--- src/rtl/id_hazard_latch.sv ---
// -----------------------------------------------------------------------------
// id_hazard_latch
//
// IF/ID pipeline latch for the 5-stage MIPS pipeline. It has an integrated
// load-use interlock, a branch flush and forwarding-select generation.
//
// A load-use hazard against the instruction held in ID freezes the PC and
// this latch. It also injects bubbles into EX for LOAD_LAT cycles. A small
// RUN/STALL machine with a 3-bit down-counter times the interlock.
//
// A taken branch flushes the latch to NOP_INST. The flush overrides any
// hazard or stall in progress.
//
// Parameters:
//   XLEN      datapath / instruction / PC width
//   AW        register address width (rs/rt fields below the 6-bit opcode)
//   LOAD_LAT  bubble cycles per load-use hazard, 1..7
//   NOP_INST  instruction word injected on flush or invalid fetch
//
// Ports:
//   clk, rst                      clock, asynchronous active-low reset
//   if_inst, if_pc4, if_valid     fetched word, PC+4, valid
//   if_ins_type, if_ins_number    debug tags from fetch
//   ex_destR/ex_wreg/ex_m2reg     EX-stage destination, write enable, is-load
//   mem_destR/mem_wreg/mem_m2reg  MEM-stage destination, write enable, is-load
//   branch_taken                  ID resolved a taken branch/jump
//   id_inst, id_pc4, id_valid     latched instruction, PC+4, valid
//   id_ins_type, id_ins_number    latched debug tags
//   pc_hold                       freeze PC and this latch
//   id_bubble                     EX must take a NOP this cycle
//   id_fwda, id_fwdb              forwarding selects for rs / rt
//   bubble_cnt                    saturating count of bubble cycles
// -----------------------------------------------------------------------------
module id_hazard_latch #(
    parameter int unsigned     XLEN     = 32,
    parameter int unsigned     AW       = 5,
    parameter int unsigned     LOAD_LAT = 1,
    parameter logic [XLEN-1:0] NOP_INST = '0
) (
    input  logic            clk,
    input  logic            rst,
    input  logic [XLEN-1:0] if_inst,
    input  logic [XLEN-1:0] if_pc4,
    input  logic            if_valid,
    input  logic [3:0]      if_ins_type,
    input  logic [3:0]      if_ins_number,
    input  logic [AW-1:0]   ex_destR,
    input  logic [AW-1:0]   mem_destR,
    input  logic            ex_wreg,
    input  logic            mem_wreg,
    input  logic            ex_m2reg,
    input  logic            mem_m2reg,
    input  logic            branch_taken,
    output logic [XLEN-1:0] id_inst,
    output logic [XLEN-1:0] id_pc4,
    output logic            id_valid,
    output logic [3:0]      id_ins_type,
    output logic [3:0]      id_ins_number,
    output logic            pc_hold,
    output logic            id_bubble,
    output logic [1:0]      id_fwda,
    output logic [1:0]      id_fwdb,
    output logic [15:0]     bubble_cnt
);

    typedef enum logic {RUN, STALL} state_t;

    state_t          state_q, state_d;
    logic [2:0]      cnt_q, cnt_d;
    logic [XLEN-1:0] inst_q, inst_d;
    logic [XLEN-1:0] pc4_q, pc4_d;
    logic            valid_q, valid_d;
    logic [3:0]      type_q, type_d;
    logic [3:0]      num_q, num_d;
    logic [15:0]     bcnt_q, bcnt_d;

    logic [AW-1:0]   src_reg [2];
    logic [1:0]      fwd_sel [2];
    logic            hazard;

    // Operand fields sit directly below the 6-bit opcode.
    assign src_reg[0] = inst_q[XLEN-7 -: AW];
    assign src_reg[1] = inst_q[XLEN-7-AW -: AW];

    // Load in EX that targets a source of the instruction held in ID.
    assign hazard = valid_q && ex_m2reg && ex_wreg && (ex_destR != '0) &&
                    ((ex_destR == src_reg[0]) || (ex_destR == src_reg[1]));

    // In STALL the hazard is not re-checked; the counter alone times it out.
    assign pc_hold   = (state_q == STALL) || hazard;
    assign id_bubble = pc_hold;

    // First match wins: EX ALU result, then MEM ALU result, then MEM load data.
    function automatic logic [1:0] fwd_select(input logic [AW-1:0] r);
        logic [1:0] sel;
        sel = 2'b00;
        if (valid_q && (r != '0)) begin
            if (ex_wreg && !ex_m2reg && (ex_destR == r))
                sel = 2'b01;
            else if (mem_wreg && !mem_m2reg && (mem_destR == r))
                sel = 2'b10;
            else if (mem_wreg && mem_m2reg && (mem_destR == r))
                sel = 2'b11;
        end
        return sel;
    endfunction

    genvar gi;
    generate
        for (gi = 0; gi < 2; gi++) begin : g_fwd
            assign fwd_sel[gi] = fwd_select(src_reg[gi]);
        end
    endgenerate

    assign id_fwda = fwd_sel[0];
    assign id_fwdb = fwd_sel[1];

    always_comb begin
        state_d = state_q;
        cnt_d   = cnt_q;
        inst_d  = inst_q;
        pc4_d   = pc4_q;
        valid_d = valid_q;
        type_d  = type_q;
        num_d   = num_q;

        if (branch_taken) begin
            // The flush overrides a hazard or stall. PC+4 and the sequence tag
            // still advance so the debug view stays in step with fetch.
            inst_d  = NOP_INST;
            valid_d = 1'b0;
            type_d  = 4'd0;
            pc4_d   = if_pc4;
            num_d   = if_ins_number;
            state_d = RUN;
            cnt_d   = 3'd0;
        end else if (state_q == STALL) begin
            cnt_d = cnt_q - 3'd1;
            if (cnt_q <= 3'd1)
                state_d = RUN;
        end else if (hazard) begin
            // The first bubble is spent here in RUN. The counter covers the rest.
            if (LOAD_LAT > 1) begin
                state_d = STALL;
                cnt_d   = 3'(LOAD_LAT - 1);
            end
        end else begin
            inst_d  = if_valid ? if_inst : NOP_INST;
            type_d  = if_valid ? if_ins_type : 4'd0;
            pc4_d   = if_pc4;
            num_d   = if_ins_number;
            valid_d = if_valid;
        end
    end

    always_comb begin
        bcnt_d = bcnt_q;
        if (id_bubble && (bcnt_q != 16'hFFFF))
            bcnt_d = bcnt_q + 16'd1;
    end

    always_ff @(posedge clk or negedge rst) begin
        if (!rst) begin
            state_q <= RUN;
            cnt_q   <= 3'd0;
            inst_q  <= NOP_INST;
            pc4_q   <= '1;
            valid_q <= 1'b0;
            type_q  <= 4'd0;
            num_q   <= 4'd0;
            bcnt_q  <= 16'd0;
        end else begin
            state_q <= state_d;
            cnt_q   <= cnt_d;
            inst_q  <= inst_d;
            pc4_q   <= pc4_d;
            valid_q <= valid_d;
            type_q  <= type_d;
            num_q   <= num_d;
            bcnt_q  <= bcnt_d;
        end
    end

    assign id_inst       = inst_q;
    assign id_pc4        = pc4_q;
    assign id_valid      = valid_q;
    assign id_ins_type   = type_q;
    assign id_ins_number = num_q;
    assign bubble_cnt    = bcnt_q;

endmodule

--- config.mk ---
export PLATFORM = sky130hd
export DESIGN_NAME = id_hazard_latch
export DESIGN_NICKNAME = d
export VERILOG_FILES = /design/src/rtl/id_hazard_latch.sv
export SDC_FILE = /design/constraint.sdc
export NUM_CORES = 1
export LEC_CHECK = 0
export CORE_ASPECT_RATIO = 0.7
export CORE_UTILIZATION = 40
export DETAILED_ROUTE_END_ITERATION = 16
export HOLD_SLACK_MARGIN = 0.1
export PLACE_DENSITY = 0.75
export SLEW_MARGIN = 20
export SYNTH_ARGS = -nofsm -noshare
export SYNTH_HDL_FRONTEND = slang
export SYNTH_SLANG_ARGS = --single-unit
--- constraint.sdc ---
create_clock -name clk -period 2.65 [get_ports clk]
set_clock_uncertainty 0.1 [all_clocks]
set_input_delay 0.53 -clock clk [delete_from_list [all_inputs] [get_ports clk]]
set_output_delay 0.53 -clock clk [all_outputs]
set_load 0.01 [all_outputs]
==> out/qor.csv, run 1 <==
metric,value,unit
outcome,"complete, no violations",
hold path start,id_ins_number[2],
syn_area_per_cell,11.6,sq um
Main synth FF type,dfrtp_1,
GRT overflow,0,
Final Hold Viols,0,
crit start category,flip-flop,
pwr/cell area,493,mW/mm^2
"Distinct cells, synth",35,
"EDFF count, synth",0,
#FFs+latches synth,93,
Hold Crit Depth,1,
Die Y,90.9,um
Finished Cell Area,0.00700,sq mm
register area,0.00237,sq mm
Sink Count,93,
Final ANT Viol Nets,0,
CTS tree,done,
dpl hpwl,9440,um
GP Congestion,0.863,
CP Class,reg2out,
# IOs,185,
die area,0.0117,sq mm
synth top area cells,"dfrtp_1 (34%), dfstp_2 (19%), mux2_4 (10%), nand4_1 (5.1%), nand2b_1 (5.0%)",
Top Layer Used,met4,
reg2reg path depth,10,
critical path required time,2.02,ns
Tcrit/Tclk final,97.4,%
Setup Viol. Count Final,0,
RSZ-0062 raised after global routing,no,
syn nets,483,
FILL cells,865,
routed via count,3866,
LEAKAGE,2.94,nW
f_max,387,MHz
Starting Density,41.0,%
Setup TNS Final,0,ns
root buf cell,clkbuf_16,
global-route wire length before repair,20800,um
H-tree depth,3,
Worst VDD drop,0.321,mV
multiplexer share of the synthesized area,12.4,%
Worst R2R Start,id_inst[25],
GR Util All Layers,22.7,%
vias in the first global route,4106,
"Min Clock Period, post-route",2.58,ns
total CTS buffers,9,
Gate Count Post-Synth,390,
fraction of registers with async set or reset after synthesis,100,%
most frequent cells in the layout,"clkdlybuf4s50_1 (172), dfrtp_1 (59), nand4_1 (37)",
Synth top area share,33.8,%
layout cell share with drive strength beyond 1,22.5,%
"commonest non-fill, non-tap cell in the layout",clkdlybuf4s50_1,
Pwr Total,3.45,mW
routed vias/inst,5.19,
Hold Crit Endpoint,id_ins_number[2],
Worst R2R Setup Slack,0.33,ns
Antenna diodes,0,
DRC errors left,0,
area grow syn2layout,54.9,%
WP data arrival,1.95,ns
Post-Synth Simple-Gate Area,15.8,%
FF-to-FF End,id_pc4[3],
Initial DRT Pass Iterations,4,
die width,129,um
Worst-Skew Late Latency,0.33,ns
Slew headroom,70.3,%
"area leader, netlist",dfrtp_1,
DRT Wirelength,13000,um
Max Fanout on Critical Path,4,
Metal-1 WL,5890,um
largest family of logic cells by synthesized area,simple AND/OR/NAND/NOR gates,
Row Count,32,
antenna violations before repair,0,
Worst-path clk slew,0.07,ns
initial drt markers,223,
I/O Buffers,184,
WL per Instance,17.5,um
post-synthesis xor/xnor area fraction,6.59,%
Bufs on Longest Clock Path,2,
CORE AREA,0.0110,sq mm
Met3 Wirelength,649,um
min-delay worst type,reg2reg,
footprint of the multi-input gates,0.00202,sq mm
Worst-Margin Slew,0.446,ns
Worst setup EP type,primary output,
Mapped Area,0.00452,sq mm
Detail Route met2 WL,6300,um
worst hold margin,0.410,ns
Synth Area in Compound Gates,8.36,%
placed inst area,0.00664,sq mm
register area share after synthesis,52.4,%
nets,680,
YS warnings,0,
Synth Area in Adders,0.831,%
largest net degree at the start of global routing,39,
number of max-cap violations,0,
final count of pins violating max slew,0,
-- synthesized netlist by cell type, drive strengths merged (6+ instances only) --
cell type,count
clkbuf,18
and3,10
o2111ai,8
inv,6
xnor2,25
nor2,11
buf,10
dfrtp,61
nand3,9
nand4,37
xor2,9
mux2,38
dfstp,32
nand2b,36
nor3,7
a21oi,8
o21ai,40
-- power by group --
| group | switching, mW | total, mW | internal (mW) |
|---|---|---|---|
| Clock | 0.557 | 1.39 | 0.832 |
| Sequential | 0.0489 | 1.55 | 1.50 |
| Combinational | 0.192 | 0.513 | 0.321 |
-- layout make-up --
class / instances / share of cell area [%]
timing repair buffer: 214 / 29.6
sequential: 93 / 33.8
clock buffer: 9 / 3.22
inverter: 6 / 0.322
clock inverter: 7 / 1.43
tap: 153 / 2.73
multi-input combinational: 263 / 28.9
-- state kept, by name (all words and copies together), names as in the netlist --
name	count
id_inst	32
id_pc4	32
id_ins_type	4
bubble_cnt	16
cnt_q	3
id_valid	1
id_ins_number	4
state_q	1
-- critical path: stages (launching register included) --
cell and delay, ns:
dfrtp_2 0.43, or4_1 0.55, o21ai_2 0.15, nor2_1 0.05, and3_1 0.17, dlygate4sd2_1 0.28
-- routing by layer --
metal	track usage, %	up-vias
met1	31.1	1927
met3	4.77	18
met5	0	-
met2	35.9	133
li1	-	1788
met4	7.35	0
-- kinds of logic (layout without fill, tap and decap cells) --
| kind of cell | Yosys count | after routing |
|---|---|---|
| AO/OA/AOI/OAI | 65 | 65 |
| XOR/XNOR | 34 | 34 |
| adder cells (fa/ha/maj) | 3 | 3 |
| buffers and inverters | 34 | 236 |
| flip-flops | 93 | 93 |
| multiplexers | 40 | 40 |
| AND/OR/NAND/NOR | 121 | 121 |
-- worst max path at each step --
stage | from | to | slack [ns]
6_report | id_inst[21] | id_fwda[1] | 0.07
3_5_place_dp | ex_destR[2] | id_fwda[0] | -0.45
3_3_place_gp | ex_destR[2] | id_bubble | -0.39
5_1_grt | id_inst[21] | id_fwda[1] | 0.003
4_1_cts | mem_destR[4] | id_fwda[0] | 0.004
2_1_floorplan | ex_destR[2] | pc_hold | 0.25
-- stage by stage --
| stage | worst slack, ns | cells | utilization (%) |
|---|---|---|---|
| 6_report | 0.0683 | 745 | 63.6 |
| 5_1_grt | 0.00323 | 745 | 63.6 |
| 4_1_cts | 0.00411 | 744 | 63.7 |
| 3_5_place_dp | -0.450 | 723 | 60.3 |
| 3_3_place_gp | -0.389 | 723 | 60.3 |
| 2_1_floorplan | 0.245 | 390 | - |
-- what timing repair did --
item / in CTS / in global routing
pin swaps: 7 / 1
hold endpoints to repair: 18 / 0
gates resized for setup: 20 / 10
hold buffers: 1 / 0
endpoints found under the setup margin: 6 / 6
setup buffers: 4 / 1
No activity file was read; power rests on OpenSTA's default activity.
==> inputs of run 2 (changes only) <==
CAP_MARGIN = 20   (was not set)
clock period = 2.6 ns   (was 2.65 ns; I/O delays follow)
==> run 2 against run 1 <==
Net effect:
- routed wire length up 1.3%
- power is 2.2% higher
- clock power barely moved
- via count rose by 0.31%
- flip-flop and latch count stayed put
- design area grew 0.77%
- highest routed layer unchanged
==> out/qor.csv, run 2 (same netlist as run 1, synthesis figures left out) <==
metric,value,unit
"Min Clock Period, post-route",2.54,ns
Die Y,90.9,um
GP Congestion,0.869,
crit path cell chain,"dlygate4sd2_1, xnor2_1, nand3_1, nor3_2, buf_4, nand2_1, a21oi_2, clkdlybuf4s15_2",
"CP delay by family, top",buffers and inverters,
critical path required time,1.98,ns
Setup Viol. Count Final,0,
die area,0.0117,sq mm
hold path start,bubble_cnt[3],
layout cell share with drive strength beyond 1,24.0,%
Critical Path Source,ex_destR[4],
root buf cell,clkbuf_16,
Final ANT Viol Nets,0,
Worst R2R Setup Slack,0.12,ns
Starting Density,41.0,%
DRT Wirelength,13200,um
nets,683,
total CTS buffers,9,
outcome,"complete, no violations",
Worst-path clk slew,0.06,ns
Bufs on Longest Clock Path,2,
global-route wire length before repair,20900,um
# IOs,185,
routed vias/inst,5.18,
antenna violations before repair,0,
Tcrit/Tclk final,97.7,%
final count of pins violating max slew,0,
Initial DRT Pass Iterations,4,
routed via count,3878,
met1 usage,31.2,%
I/O Buffers,184,
Slowest cell on crit path,dlygate4sd2_1,
dpl hpwl,9210,um
CP Class,in2out,
f_max,394,MHz
GRT overflow,0,
crit start category,input port,
Sink Count,93,
met3 Usage GRT,4.42,%
die width,129,um
WL per Instance,17.6,um
most frequent cells in the layout,"clkdlybuf4s50_1 (170), dfrtp_1 (57), nand4_1 (37)",
LEAKAGE,2.96,nW
vias in the first global route,3920,
area grow syn2layout,56.1,%
Worst VDD drop,0.297,mV
Max Fanout on Critical Path,3,
min-delay worst type,reg2reg,
pwr/cell area,500,mW/mm^2
"commonest non-fill, non-tap cell in the layout",clkdlybuf4s50_1,
Slew headroom,69.4,%
Max stage delay on crit path,0.28,ns
Worst-Margin Slew,0.459,ns
CTS tree,done,
H-tree depth,3,
WP data arrival,1.92,ns
Worst setup EP type,primary output,
Bufs and invs on worst path,3,
DRC errors left,0,
number of max-cap violations,0,
Row Count,32,
RSZ-0062 raised after global routing,yes,
initial drt markers,151,
Worst-Skew Late Latency,0.33,ns
Final Hold Viols,0,
met2 Use GR,36.8,%
worst hold margin,0.406,ns
Antenna diodes,0,
GRT busiest layer,met2,
GR Util All Layers,22.9,%
Setup TNS Final,0,ns
Worst R2R Start,id_inst[16],
CORE AREA,0.0110,sq mm
largest net degree at the start of global routing,39,
## run 2: repair_timing
action	in CTS	in global routing
buffers inserted	6	1
pin swaps	7	6
hold buffers	1	0
endpoints found under the hold margin	23	0
gates resized for setup	26	15
endpoints found under the setup margin	6	6
## run 2: where the power goes
part | total (mW) | switching (mW) | internal, mW | leakage (nW)
sequential | 1.58 | 0.0514 | 1.53 | 1.15
clock | 1.42 | 0.572 | 0.848 | 0.156
combinational | 0.527 | 0.197 | 0.330 | 1.66
total | 3.53 | 0.820 | 2.71 | 2.96
## run 2: cell type report
cell class / instances / area (sq um)
Clock buffer: 9 / 225
Clock inverter: 7 / 98.8
Fill cell: 851 / 3960
Inverter: 6 / 22.5
Multi-Input combinational cell: 263 / 2040
Sequential cell: 93 / 2370
Tap cell: 153 / 191
Timing Repair Buffer: 217 / 2100
## run 2: worst reg2reg max path: stages, from the launching register on
cell	delay, ns
dfrtp_1	0.52
xor2_1	0.24
nor3_2	0.08
buf_4	0.14
o21a_1	0.18
buf_4	0.14
buf_4	0.12
buf_4	0.18
o21ai_0	0.30
mux2_2	0.37
## run 2: path summary, 6_finish.rpt
path / cells past startpoint / end
worst max-delay path: 8 / id_fwda[0]
worst min-delay path: 1 / bubble_cnt[3]
worst max register to register: 9 / bubble_cnt[1]
worst min register to register: 1 / bubble_cnt[3]
max in group asynchronous: 3 / id_pc4[13]
min in group asynchronous: 2 / bubble_cnt[1]
## run 2: stage by stage
step                util (%)  instances  cell area, sq um  total power, mW  setup WS (ns)
floorplan                  -        390              4520             1.77          0.215
global placement        60.4        724              6650             2.11         -0.418
detailed placement      60.4        724              6650             2.12         -0.466
CTS                     64.1        747              7060             3.56         0.0110
global route            64.1        748              7060             3.65        -0.0160
finish                  64.1        748              7060             3.53         0.0589
## run 2: metal layers
layer / routed length, um / part of all wire, %
met1: 5930 / 45
met2: 6360 / 48
met3: 685 / 5.2
met4: 227 / 1.7
met5: 0 / 0
==> inputs of run 3 (changes only) <==
MAX_ROUTING_LAYER = met4   (was not set)
==> run 3 against run 2 <==
Net effect:
- flip-flop and latch count did not move
- via count barely moved
- routed wire length about the same
- core utilization unchanged
- highest routed layer unchanged
- global-route usage rose by 0.70 points
- count of clock-buffer cells in the layout unchanged
- worst setup slack got worse by 0.0038 ns
- maximum frequency is 0.15% lower
- sequential power hardly changed
- non-clock buffer count is the same
- register-to-register slack about the same
==> out/qor.csv, run 3 (same netlist as run 1, synthesis figures left out) <==
metric,value,unit
outcome,"complete, no violations",
layout cell share with drive strength beyond 1,24.0,%
area grow syn2layout,56.1,%
DRT Wirelength,13200,um
f_max,393,MHz
FILL cells,851,
WP data arrival,1.92,ns
WL per Instance,17.7,um
GP Congestion,0.883,
Worst-Margin Slew,0.458,ns
Pwr Total,3.53,mW
Bufs on Longest Clock Path,2,
Worst VDD drop,0.297,mV
Final Hold Viols,0,
die width,129,um
Tcrit/Tclk final,97.9,%
largest net degree at the start of global routing,39,
global-route wire length before repair,20900,um
RSZ-0062 raised after global routing,yes,
LEAKAGE,2.96,nW
"commonest non-fill, non-tap cell in the layout",clkdlybuf4s50_1,
switch share,23.3,%
Worst-Skew Late Latency,0.33,ns
Comb power frac,14.9,%
initial drt markers,160,
# IOs,185,
routed vias/inst,5.18,
CTS tree,done,
"Min Clock Period, post-route",2.54,ns
total CTS buffers,9,
DRC errors left,0,
root buf cell,clkbuf_16,
routed via count,3875,
Antenna diodes,0,
CORE AREA,0.0110,sq mm
Sequential Power Share,44.8,%
Final ANT Viol Nets,0,
GRT overflow,0,
Clk pwr share,40.3,%
Setup Viol. Count Final,0,
I/O Buffers,184,
GR Util All Layers,23.6,%
worst hold margin,0.406,ns
nets,683,
placed insts,724,
number of max-cap violations,0,
most frequent cells in the layout,"clkdlybuf4s50_1 (170), dfrtp_1 (57), nand4_1 (37)",
Post-Layout Cell Count,748,
critical path required time,1.98,ns
final count of pins violating max slew,0,
final core utilization,64.1,%
Max Fanout on Critical Path,3,
Die Y,90.9,um
antenna violations before repair,0,
die area,0.0117,sq mm
min-delay worst type,reg2reg,
vias in the first global route,3915,
Row Count,32,
P_int,2.71,mW
Slew headroom,69.5,%
H-tree depth,3,
Worst setup EP type,primary output,
CP Class,in2out,
Sink Count,93,
Worst-path clk slew,0.06,ns
Sw Pwr,0.823,mW
Initial DRT Pass Iterations,4,
pwr/cell area,501,mW/mm^2
crit start category,input port,
Starting Density,41.0,%
dpl hpwl,9210,um
-- run 3: final timing paths --
check | startpoint | to | slack [ns] | cells after the start
worst max register to register | id_inst[16] | bubble_cnt[1] | 0.12 | 9
max in group asynchronous | rst | id_pc4[10] | 1.15 | 3
worst min-delay path | bubble_cnt[3] | bubble_cnt[3] | 0.41 | 1
worst max-delay path | ex_destR[4] | id_fwda[0] | 0.06 | 8
min in group asynchronous | rst | id_ins_type[2] | 0.58 | 2
worst min register to register | bubble_cnt[3] | bubble_cnt[3] | 0.41 | 1
-- run 3: worst max-delay path: stages --
cell             delay [ns]
dlygate4sd2_1          0.29
xnor2_1                0.23
nand3_1                0.13
nor3_2                 0.16
buf_4                  0.15
nand2_1                0.08
a21oi_2                0.13
clkdlybuf4s15_2        0.23
-- run 3: timing repair --
item | CTS | global route
hold buffers | 1 | 0
resized for setup | 26 | 15
setup endpoints to repair | 6 | 6
pin swaps | 7 | 6
setup buffers | 6 | 1
hold endpoints to repair | 23 | 0
-- run 3: per-stage QoR --
step	setup TNS [ns]	area, sq um	worst slack (ns)
floorplan	0	4520	0.215
global placement	-7.29	6650	-0.418
detailed placement	-11.85	6650	-0.466
CTS	0	7060	0.0110
global route	-0.0160	7060	-0.0160
finish	0	7060	0.0551
-- run 3: per-layer routing --
| layer | wire length (um) | GRT usage [%] | part of all wire (%) | vias to the layer above |
|---|---|---|---|---|
| met5 | 0 | - | 0 | - |
| met4 | 244 | 7.16 | 1.8 | 0 |
| met3 | 668 | 4.12 | 5.1 | 25 |
| met2 | 6330 | 37.1 | 48 | 135 |
| met1 | 5960 | 31.2 | 45 | 1928 |
| li1 | - | - | - | 1787 |
-- run 3: power by group through the flow --
stage / Sequential (mW) / Clock, mW / Combinational [mW]
floorplan: 1.63 / 0 / 0.137
global route: 1.59 / 1.50 / 0.565
finish: 1.58 / 1.42 / 0.527
global placement: 1.60 / 0 / 0.506
CTS: 1.58 / 1.45 / 0.529
detailed placement: 1.60 / 0 / 0.518
-- run 3: cell type report --
type	instances	area, sq um	area share (%)
Clock buffer	9	225	3.19
Clock inverter	7	98.8	1.40
Inverter	6	22.5	0.319
Multi-Input combinational cell	263	2040	29.0
Sequential cell	93	2370	33.6
Tap cell	153	191	2.71
Timing Repair Buffer	217	2100	29.8
